### src/rtl/pls_dac_stream_sink.sv
// pls_dac_stream_sink: AXI-Stream sample sink that primes a FIFO and plays one DAC word every rate_div+1 clocks.
module pls_dac_stream_sink #(
  parameter int DATA_SIZE   = 32,
  parameter int DAC_WIDTH   = 16,
  parameter int FIFO_DEPTH  = 8,
  parameter int PRIME_LEVEL = 4,
  parameter int DIV_WIDTH   = 16,
  localparam int AW = $clog2(FIFO_DEPTH),
  localparam int LW = AW + 1
) (
  input  logic                 aclk,
  input  logic                 areset,
  input  logic [DATA_SIZE-1:0] saxis_tdata,
  input  logic                 saxis_tvalid,
  input  logic                 saxis_tlast,
  output logic                 saxis_tready,
  input  logic                 enable,
  input  logic [DIV_WIDTH-1:0] rate_div,
  input  logic                 clear_status,
  output logic [DAC_WIDTH-1:0] dac_data,
  output logic                 dac_strobe,
  output logic                 underrun,
  output logic [LW-1:0]        fifo_level,
  output logic [31:0]          sample_count
);
  typedef enum logic [1:0] {IDLE, FILL, RUN} state_t;
  state_t r_state, w_next;
  logic [DAC_WIDTH-1:0] r_mem [FIFO_DEPTH];
  logic [AW-1:0] r_wr, r_rd;
  logic [LW-1:0] r_level;
  logic [DIV_WIDTH-1:0] r_div, r_tick;
  logic [DAC_WIDTH-1:0] r_dac;
  logic r_strobe, r_underrun;
  logic [31:0] r_count;
  logic w_full, w_empty, w_push, w_tick, w_pop, w_under, w_unused;
  assign w_full       = r_level == LW'(FIFO_DEPTH);
  assign w_empty      = r_level == '0;
  assign saxis_tready = (r_state != IDLE) & ~w_full;
  assign w_push       = saxis_tvalid & saxis_tready;
  assign w_tick       = (r_state == RUN) & (r_tick == '0);
  assign w_pop        = w_tick & ~w_empty;
  assign w_under      = w_tick & w_empty;
  assign w_unused     = ^{saxis_tlast, saxis_tdata};
  always_comb
    w_next = !enable ? IDLE :
             (r_state == IDLE) ? FILL :
             (r_state == FILL) ? ((r_level >= LW'(PRIME_LEVEL)) ? RUN : FILL) :
             (w_under ? FILL : RUN);
  // Only the DAC slice of each sample is ever played, so only that slice is stored.
  always_ff @(posedge aclk)
    if (w_push) r_mem[r_wr] <= saxis_tdata[DATA_SIZE-1 -: DAC_WIDTH];
  always_ff @(posedge aclk or posedge areset)
    if (areset) begin
      r_state    <= IDLE;
      r_wr       <= '0;
      r_rd       <= '0;
      r_level    <= '0;
      r_div      <= '0;
      r_tick     <= '0;
      r_dac      <= '0;
      r_strobe   <= 1'b0;
      r_underrun <= 1'b0;
      r_count    <= '0;
    end else begin
      r_state    <= w_next;
      r_wr       <= (r_state == IDLE) ? '0 : r_wr + AW'(w_push);
      r_rd       <= (r_state == IDLE) ? '0 : r_rd + AW'(w_pop);
      r_level    <= (r_state == IDLE) ? '0 : r_level + LW'(w_push) - LW'(w_pop);
      r_tick     <= (r_state != RUN || w_next != RUN) ? '0 : w_tick ? r_div : r_tick - DIV_WIDTH'(1);
      r_div      <= (r_state == FILL && w_next == RUN) ? rate_div : r_div;
      r_dac      <= w_pop ? r_mem[r_rd] : r_dac;
      r_strobe   <= w_pop;
      r_underrun <= w_under | (r_underrun & ~clear_status);
      r_count    <= (clear_status ? '0 : r_count) + 32'(w_pop);
    end
  assign dac_data     = r_dac;
  assign dac_strobe   = r_strobe;
  assign underrun     = r_underrun;
  assign fifo_level   = r_level;
  assign sample_count = r_count;
endmodule

### config.mk
export PLATFORM = sky130hd
export DESIGN_NAME = pls_dac_stream_sink
export DESIGN_NICKNAME = d
export VERILOG_FILES = /design/src/rtl/pls_dac_stream_sink.sv
export SDC_FILE = /design/constraint.sdc
export NUM_CORES = 1
export LEC_CHECK = 0
export BUFFER_PORTS_ARGS = -buffer_cell sky130_fd_sc_hd__buf_2
export CAP_MARGIN = 20
export CORE_MARGIN = 2
export CORE_UTILIZATION = 55
export DETAILED_ROUTE_END_ITERATION = 12
export PLACE_DENSITY = 0.79
export SETUP_SLACK_MARGIN = 0.3
export SYNTH_ARGS = -nofsm -noshare
export SYNTH_HDL_FRONTEND = slang
export SYNTH_SLANG_ARGS = --single-unit
### constraint.sdc
create_clock -name aclk -period 3.7 [get_ports aclk]
set_clock_uncertainty 0.2 [all_clocks]
set_input_delay 0.185 -clock aclk [delete_from_list [all_inputs] [get_ports aclk]]
set_output_delay 0.185 -clock aclk [all_outputs]
set_load 0.05 [all_outputs]
==> run summary, run 1 <==
Total Die Area: 17900 um^2
Grt ovf: 0
Synth area leader: edfxtp_1
FF-to-FF Start: r_tick[9]
Flop pwr share: 0.431
Worst-Margin Slew: 1130 ps
CTS tree: done
Post-synth EDFFs: 128
Initial Util: 0.561
NetSw: 0.00213 W
Syn Area/Cell: 15.0 um^2
YS warnings: 0
CTS H-tree lvls: 1
Critical path arrival: 3300 ps
FF/Latch Area: 6200 um^2
Final Total Pwr: 0.00716 W
# fillers: 1153
Status: completed
Final Hold Vio Count: 0
Power share of the clock group: 0.352
Synth Register Bits: 222
Drt pass-1 iters: 4
Gate power share: 0.216
Initial antenna violation count: 0
Site Rows: 47
VDD IR-drop max: 521 uV
Largest net degree at the start of global routing: 42
Worst slew margin: 0.249
DP HPWL: 11100 um
Worst Path Max Fanout: 20
I/O Pins: 109
Async SR Flop Fraction: 0.423
Worst-path clk slew: 60 ps
Remaining DRCs: 0
RSZ-0062 raised after global routing: no
Fmax achieved: 0.322 GHz
Syn nets: 689
PwrDens: 637 nW/um^2
Area Overhead vs Synth: 21.3%
Final Critical Period: 3100 ps
Core ar.: 16500 um^2
# nets final: 828
Maximum clock insertion buffer count: 3
Static Leak: 4.50 nW
Source of the critical timing path: r_tick[9]
Vias in the first global route: 5859
N_diodes: 0
Setup slack, reg-to-reg: 600 ps
Layout cells sized above 1: 0.271
Reg-to-Reg End: fifo_level[1]
CP Class: flop to flop
Setup violations, final: 0
Internal power: 0.00503 W
Worst-case reg-to-reg path depth: 9
Num CTS Buffers: 23
Global-route wire length before repair: 30300 um
Mapped Cells: 619
Fin Setup TNS: 0 ps
Routed Antenna Nets: 0
Min-delay worst type: input port to asynchronous set/reset pin
IO Port Bufs: 91
Clock Tree Root: clkbuf_16
CP Launch Type: flop
Synth cell count leaders: 128 x edfxtp_1, 94 x dfrtp_1, 58 x nor2_1
Via count: 5618
Clk_lat worst skew: 510 ps
WL/cell: 18.8 um
Sequential-to-total area share from yosys stat: 0.669
Count of different cell masters after synthesis: 42
Multi-input gate area: 2950 um^2
Clock sinks: 222
Cell Area, Synth: 9270 um^2
Post-CTS Setup Bufs: 0
Vias per inst: 5.65
Crit share post-route: 0.839
Routability Congestion: 0.830
Die Span X: 134 um
Area contributors post-synth: edfxtp_1 41%, dfrtp_1 25%, mux4_2 7.8%
Top-count cell post-synth: edfxtp_1
Switching share of total power: 0.298
End of the critical path: fifo_level[1]
Most used DFF post-synth: edfxtp_1
Synth top area share: 0.415
Req. time, crit path: 3890 ps
Critical Path End Type: flop
Initial DRC Count: 382
Final Max Tran Viols: 0
Die Ht: 134 um
Max-Cap Viols: 0
Total Routed Length: 18700 um
GRT Total Usage: 0.217
[power groups by stage]
stage               Sequential [W]  Combinational, W  Clock [W]
floorplan                  0.00347          0.000782          0
global placement           0.00312           0.00149          0
detailed placement         0.00313           0.00152          0
CTS                        0.00309           0.00157    0.00257
global route               0.00312           0.00169    0.00265
finish                     0.00309           0.00155    0.00252
[through the flow]
| stage | setup WS, ps | instance area, um^2 | hold slack, ps | utilization | cells |
|---|---|---|---|---|---|
| final | 595 | 11200 | 84.9 | 0.680 | 995 |
| after global routing | 334 | 11200 | 150 | 0.680 | 995 |
| after CTS | 543 | 11200 | 99.0 | 0.680 | 995 |
| after detailed placement | 554 | 10000 | 83.2 | 0.608 | 918 |
| after global placement | 642 | 10000 | 73.9 | 0.608 | 918 |
| after floorplan | 349 | 9310 | 83.9 | - | 619 |
[routing by layer]
metal,vias to the layer above,wire [um],GRT usage
met5,-,0,0
met4,0,352,0.0621
met3,30,1010,0.0363
li1,2571,-,-
met2,172,9630,0.373
met1,2845,7730,0.288
[worst min path at each step]
stage | endpoint | start
2_1_floorplan | r_mem[0][0] | saxis_tdata[16]
3_3_place_gp | sample_count[31] | areset
3_5_place_dp | sample_count[31] | areset
4_1_cts | dac_data[1] | areset
5_1_grt | dac_data[1] | areset
6_report | dac_data[1] | areset
[state kept, by name, indices dropped and copies added (netlist names)]
register	count
dac_strobe	1
r_rd	3
underrun	1
r_state	2
r_div	16
r_tick	16
dac_data	16
r_mem	128
r_wr	3
sample_count	32
fifo_level	4
[critical path, cell delays in order (launching register included)]
cell and delay [ps]:
dfrtp_1 400, nor3_1 380, nand4_1 310, nor3b_4 330, buf_4 300, ha_1 280
inv_1 60, ha_1 170, fa_1 410, nor2b_1 140
[cells by family after synthesis]
group                    count (synthesis)  synth area share
flip-flops                             222             0.669
AND/OR/NAND/NOR                        182             0.102
multiplexers                            64             0.115
AO/OA/AOI/OAI                           50            0.0311
XOR/XNOR                                45            0.0425
buffers and inverters                   40            0.0184
adder cells (fa/ha/maj)                 16            0.0224
[final cells by class]
type                       count  share of cell area
clock inverter                12              0.0182
timing repair buffer         143              0.0831
inverter                      11             0.00390
tap                          220              0.0245
clock buffer                  30              0.0562
sequential                   222               0.552
multi-input combinational    357               0.263
[cells in the final DEF, fill, tap and decap left out, types with 4 or more instances in the layout]
master,n
bufinv_16,5
buf_4,17
clkbuf_16,23
xor2_1,23
nor2b_1,14
mux4_2,32
a21oi_1,34
and4_1,6
a211oi_1,7
nand4_1,14
mux2_2,16
nor3_2,5
nor4_1,9
or3_1,5
nand3_1,11
mux2i_1,16
ha_1,15
edfxtp_1,128
clkbuf_1,4
and3_1,10
nand2_1,24
dfrtp_1,93
xnor2_1,22
nor3_1,5
and2_1,4
dlygate4sd3_1,35
nor2_1,58
inv_1,10
nand2b_1,6
buf_2,91
[timing repair]
| action | CTS | global route |
|---|---|---|
| endpoints found under the hold margin | 201 | 0 |
| resized for setup | 0 | 1 |
| endpoints found under the setup margin | 0 | 1 |
| hold buffers | 35 | 0 |
No activity file was read; power rests on OpenSTA's default activity.
==> run 2, diff against run 1 <==
--- a/config.mk
+++ b/config.mk
@@ -8,9 +8,9 @@
 export BUFFER_PORTS_ARGS = -buffer_cell sky130_fd_sc_hd__buf_2
 export CAP_MARGIN = 20
 export CORE_MARGIN = 2
-export CORE_UTILIZATION = 55
+export CORE_UTILIZATION = 52
 export DETAILED_ROUTE_END_ITERATION = 12
-export PLACE_DENSITY = 0.79
+export PLACE_DENSITY = 0.78
 export SETUP_SLACK_MARGIN = 0.3
 export SYNTH_ARGS = -nofsm -noshare
 export SYNTH_HDL_FRONTEND = slang
==> constraint.sdc (replaced) <==
create_clock -name aclk -period 2.65 [get_ports aclk]
set_clock_uncertainty 0.2 [all_clocks]
set_input_delay 0.1325 -clock aclk [delete_from_list [all_inputs] [get_ports aclk]]
set_output_delay 0.1325 -clock aclk [all_outputs]
set_load 0.05 [all_outputs]
==> run 2 against run 1 <==
Effect of this change:
- first-iteration DRC count did not move
- fmax is 18% higher
- sequential power grew 42%
- die area rose by 5.6%
- flip-flop and latch count is the same
- critical endpoint is now sample_count[27]
- count of clock-buffer cells in the layout is 5 higher
- critical path type unchanged
- global-route usage increased by 1.2 points
==> run summary, run 2 (synthesized netlist as in run 1, its figures left out) <==
Status: completed (unchanged)
Initial antenna violation count: 0 (unchanged)
I/O Pins: 109 (unchanged)
Layout cells sized above 1: 0.396 (was 0.271)
Commonest non-fill, non-tap cell in the layout: edfxtp_1 (unchanged)
Total Routed Length: 21300 um (was 18700 um)
# fillers: 1142 (was 1153)
M1 WL: 8750 um (was 7730 um)
Critical Path End Type: flop (unchanged)
Number of flip-flops in the largest register: 128 (unchanged)
DR WL met3: 1170 um (was 1010 um)
Initial Util: 0.534 (was 0.561)
Placement Setup Slack: -0.176 ps (was 554 ps)
Via count: 5949 (was 5618)
Setup violations, final: 0 (unchanged)
Global-route wire length before repair: 33000 um (was 30300 um)
Reg-to-Reg End: sample_count[27] (was fifo_level[1])
Largest net degree at the start of global routing: 38 (was 42)
Routability Congestion: 0.840 (was 0.830)
# nets final: 866 (was 828)
Routed Antenna Nets: 0 (unchanged)
Max-Cap Viols: 0 (unchanged)
Maximum clock insertion buffer count: 3 (unchanged)
CP Class: flop to flop (unchanged)
Total Die Area: 18900 um^2 (was 17900 um^2)
Final worst setup slack: 9.39 ps (was 595 ps)
CP Launch Type: flop (unchanged)
CTS H-tree lvls: 1 (unchanged)
CTS tree: done (unchanged)
Grt ovf: 0 (unchanged)
Most frequent cells in the layout: 128 x edfxtp_1, 91 x buf_2, 89 x dfrtp_1, 43 x nor2_1, 35 x dlygate4sd3_1 (was 128 x edfxtp_1, 93 x dfrtp_1, 91 x buf_2, 58 x nor2_1, 35 x dlygate4sd3_1)
PwrDens: 822 nW/um^2 (was 637 nW/um^2)
Final Max Tran Viols: 0 (unchanged)
Remaining DRCs: 0 (unchanged)
Clock sinks: 222 (unchanged)
Min-delay worst type: input port to asynchronous set/reset pin (unchanged)
Worst-case reg-to-reg path depth: 12 (was 9)
WL/cell: 20.5 um (was 18.8 um)
Area Overhead vs Synth: 31.0% (was 21.3%)
Fmax achieved: 0.379 GHz (was 0.322 GHz)
Vias per inst: 5.73 (was 5.65)
Drt pass-1 iters: 4 (unchanged)
Wire length on met2: 10900 um (was 9630 um)
Crit share post-route: 0.996 (was 0.839)
Critical path arrival: 2840 ps (was 3300 ps)
Clk_lat worst skew: 510 ps (about the same)
IO Port Bufs: 91 (unchanged)
Worst Path Max Fanout: 6 (was 20)
Final Critical Period: 2640 ps (was 3100 ps)
Static Leak: 4.84 nW (was 4.50 nW)
Setup slack, reg-to-reg: 9 ps (was 600 ps)
GRT Total Usage: 0.229 (was 0.217)
VDD IR-drop max: 722 uV (was 521 uV)
Core ar.: 17400 um^2 (was 16500 um^2)
RSZ-0062 raised after global routing: yes (was no)
Largest Register: r_mem (unchanged)
Worst-Margin Slew: 609 ps (was 1130 ps)
Req. time, crit path: 2850 ps (was 3890 ps)
Die Ht: 137 um (was 134 um)
Worst-path clk slew: 60 ps (about the same)
Final Hold Vio Count: 0 (unchanged)
Worst slew margin: 0.593 (was 0.249)
Vias in the first global route: 6247 (was 5859)
FF-to-FF Start: r_tick[0] (was r_tick[9])
Site Rows: 48 (was 47)
Core Util, Final: 0.699 (was 0.680)
N_diodes: 0 (unchanged)
Die Span X: 137 um (was 134 um)
DP HPWL: 12300 um (was 11100 um)
Initial DRC Count: 382 (unchanged)
Num CTS Buffers: 23 (unchanged)
Clock Tree Root: clkbuf_16 (unchanged)
Max layer used: met4 (unchanged)
-- run 2: changes by cell type in the layout (fill, tap and decap cells not counted), sizes merged --
cell	change
buf	+37
inv	-3
clkbuf	+6
clkinv	+4
clkinvlp	-2
bufinv	-4
-- run 2: how the worst max path moves through the flow --
stage	slack, ps	start	cells past startpoint	to
floorplan	-90	fifo_level[2]	10	fifo_level[2]
global placement	40	r_tick[3]	9	fifo_level[1]
detailed placement	-0.2	r_tick[4]	10	sample_count[27]
CTS	50	r_tick[3]	9	fifo_level[1]
global route	-130	r_tick[3]	10	sample_count[29]
finish	9	r_tick[0]	12	sample_count[27]
-- run 2: where the power goes --
part	total, W	switching (W)	internal (W)
logic	0.00254	0.00156	0.000978
clock network	0.00306	0.00127	0.00179
registers	0.00438	0.000295	0.00408
total	0.00998	0.00313	0.00685
-- run 2: what timing repair did --
item                                    in CTS  in global routing
buffers inserted                            10                  4
resized for setup                           45                 51
hold buffers                                35                  0
gates cloned                                 2                  1
hold endpoints to repair                   267                  0
endpoints found under the setup margin      42                 58
pin swaps                                   12                 13
-- run 2: through the flow --
stage | std cells | setup TNS [ps] | hold slack (ps) | cell area (um^2) | total power [W]
6_report | 1038 | 0 | 52.2 | 12100 | 0.00998
2_1_floorplan | 619 | -544 | 31.4 | 9540 | 0.00606
4_1_cts | 1033 | 0 | 37.4 | 11900 | 0.00990
3_3_place_gp | 944 | 0 | 22.1 | 10500 | 0.00660
3_5_place_dp | 944 | -0.176 | 23.0 | 10500 | 0.00669
5_1_grt | 1038 | -928 | 105 | 12100 | 0.0104
-- run 2: layer usage --
metal / up-vias / GRT usage
li1: 2657 / -
met1: 3062 / 0.302
met2: 189 / 0.399
met3: 41 / 0.0353
met4: 0 / 0.0636
met5: - / 0
-- run 2: critical path, cell delays in order (launching register included) --
cell	delay [ps]
dfrtp_1	380
inv_1	110
ha_1	160
nor3b_2	150
nand2_1	110
nor3b_4	300
ha_4	190
and2_4	170
nand4_1	170
buf_6	210
nor4_4	150
xnor2_1	170
nor2_1	60
-- run 2: cell type report --
| class | count | area [um^2] | area share |
|---|---|---|---|
| flip-flops and latches | 222 | 6200 | 0.511 |
| clock inverters | 7 | 61.3 | 0.00505 |
| inverters | 11 | 50.0 | 0.00412 |
| clock buffers | 35 | 651 | 0.0536 |
| well taps | 225 | 282 | 0.0232 |
| repair buffers | 181 | 1410 | 0.116 |
| multi-input cells | 357 | 3480 | 0.287 |
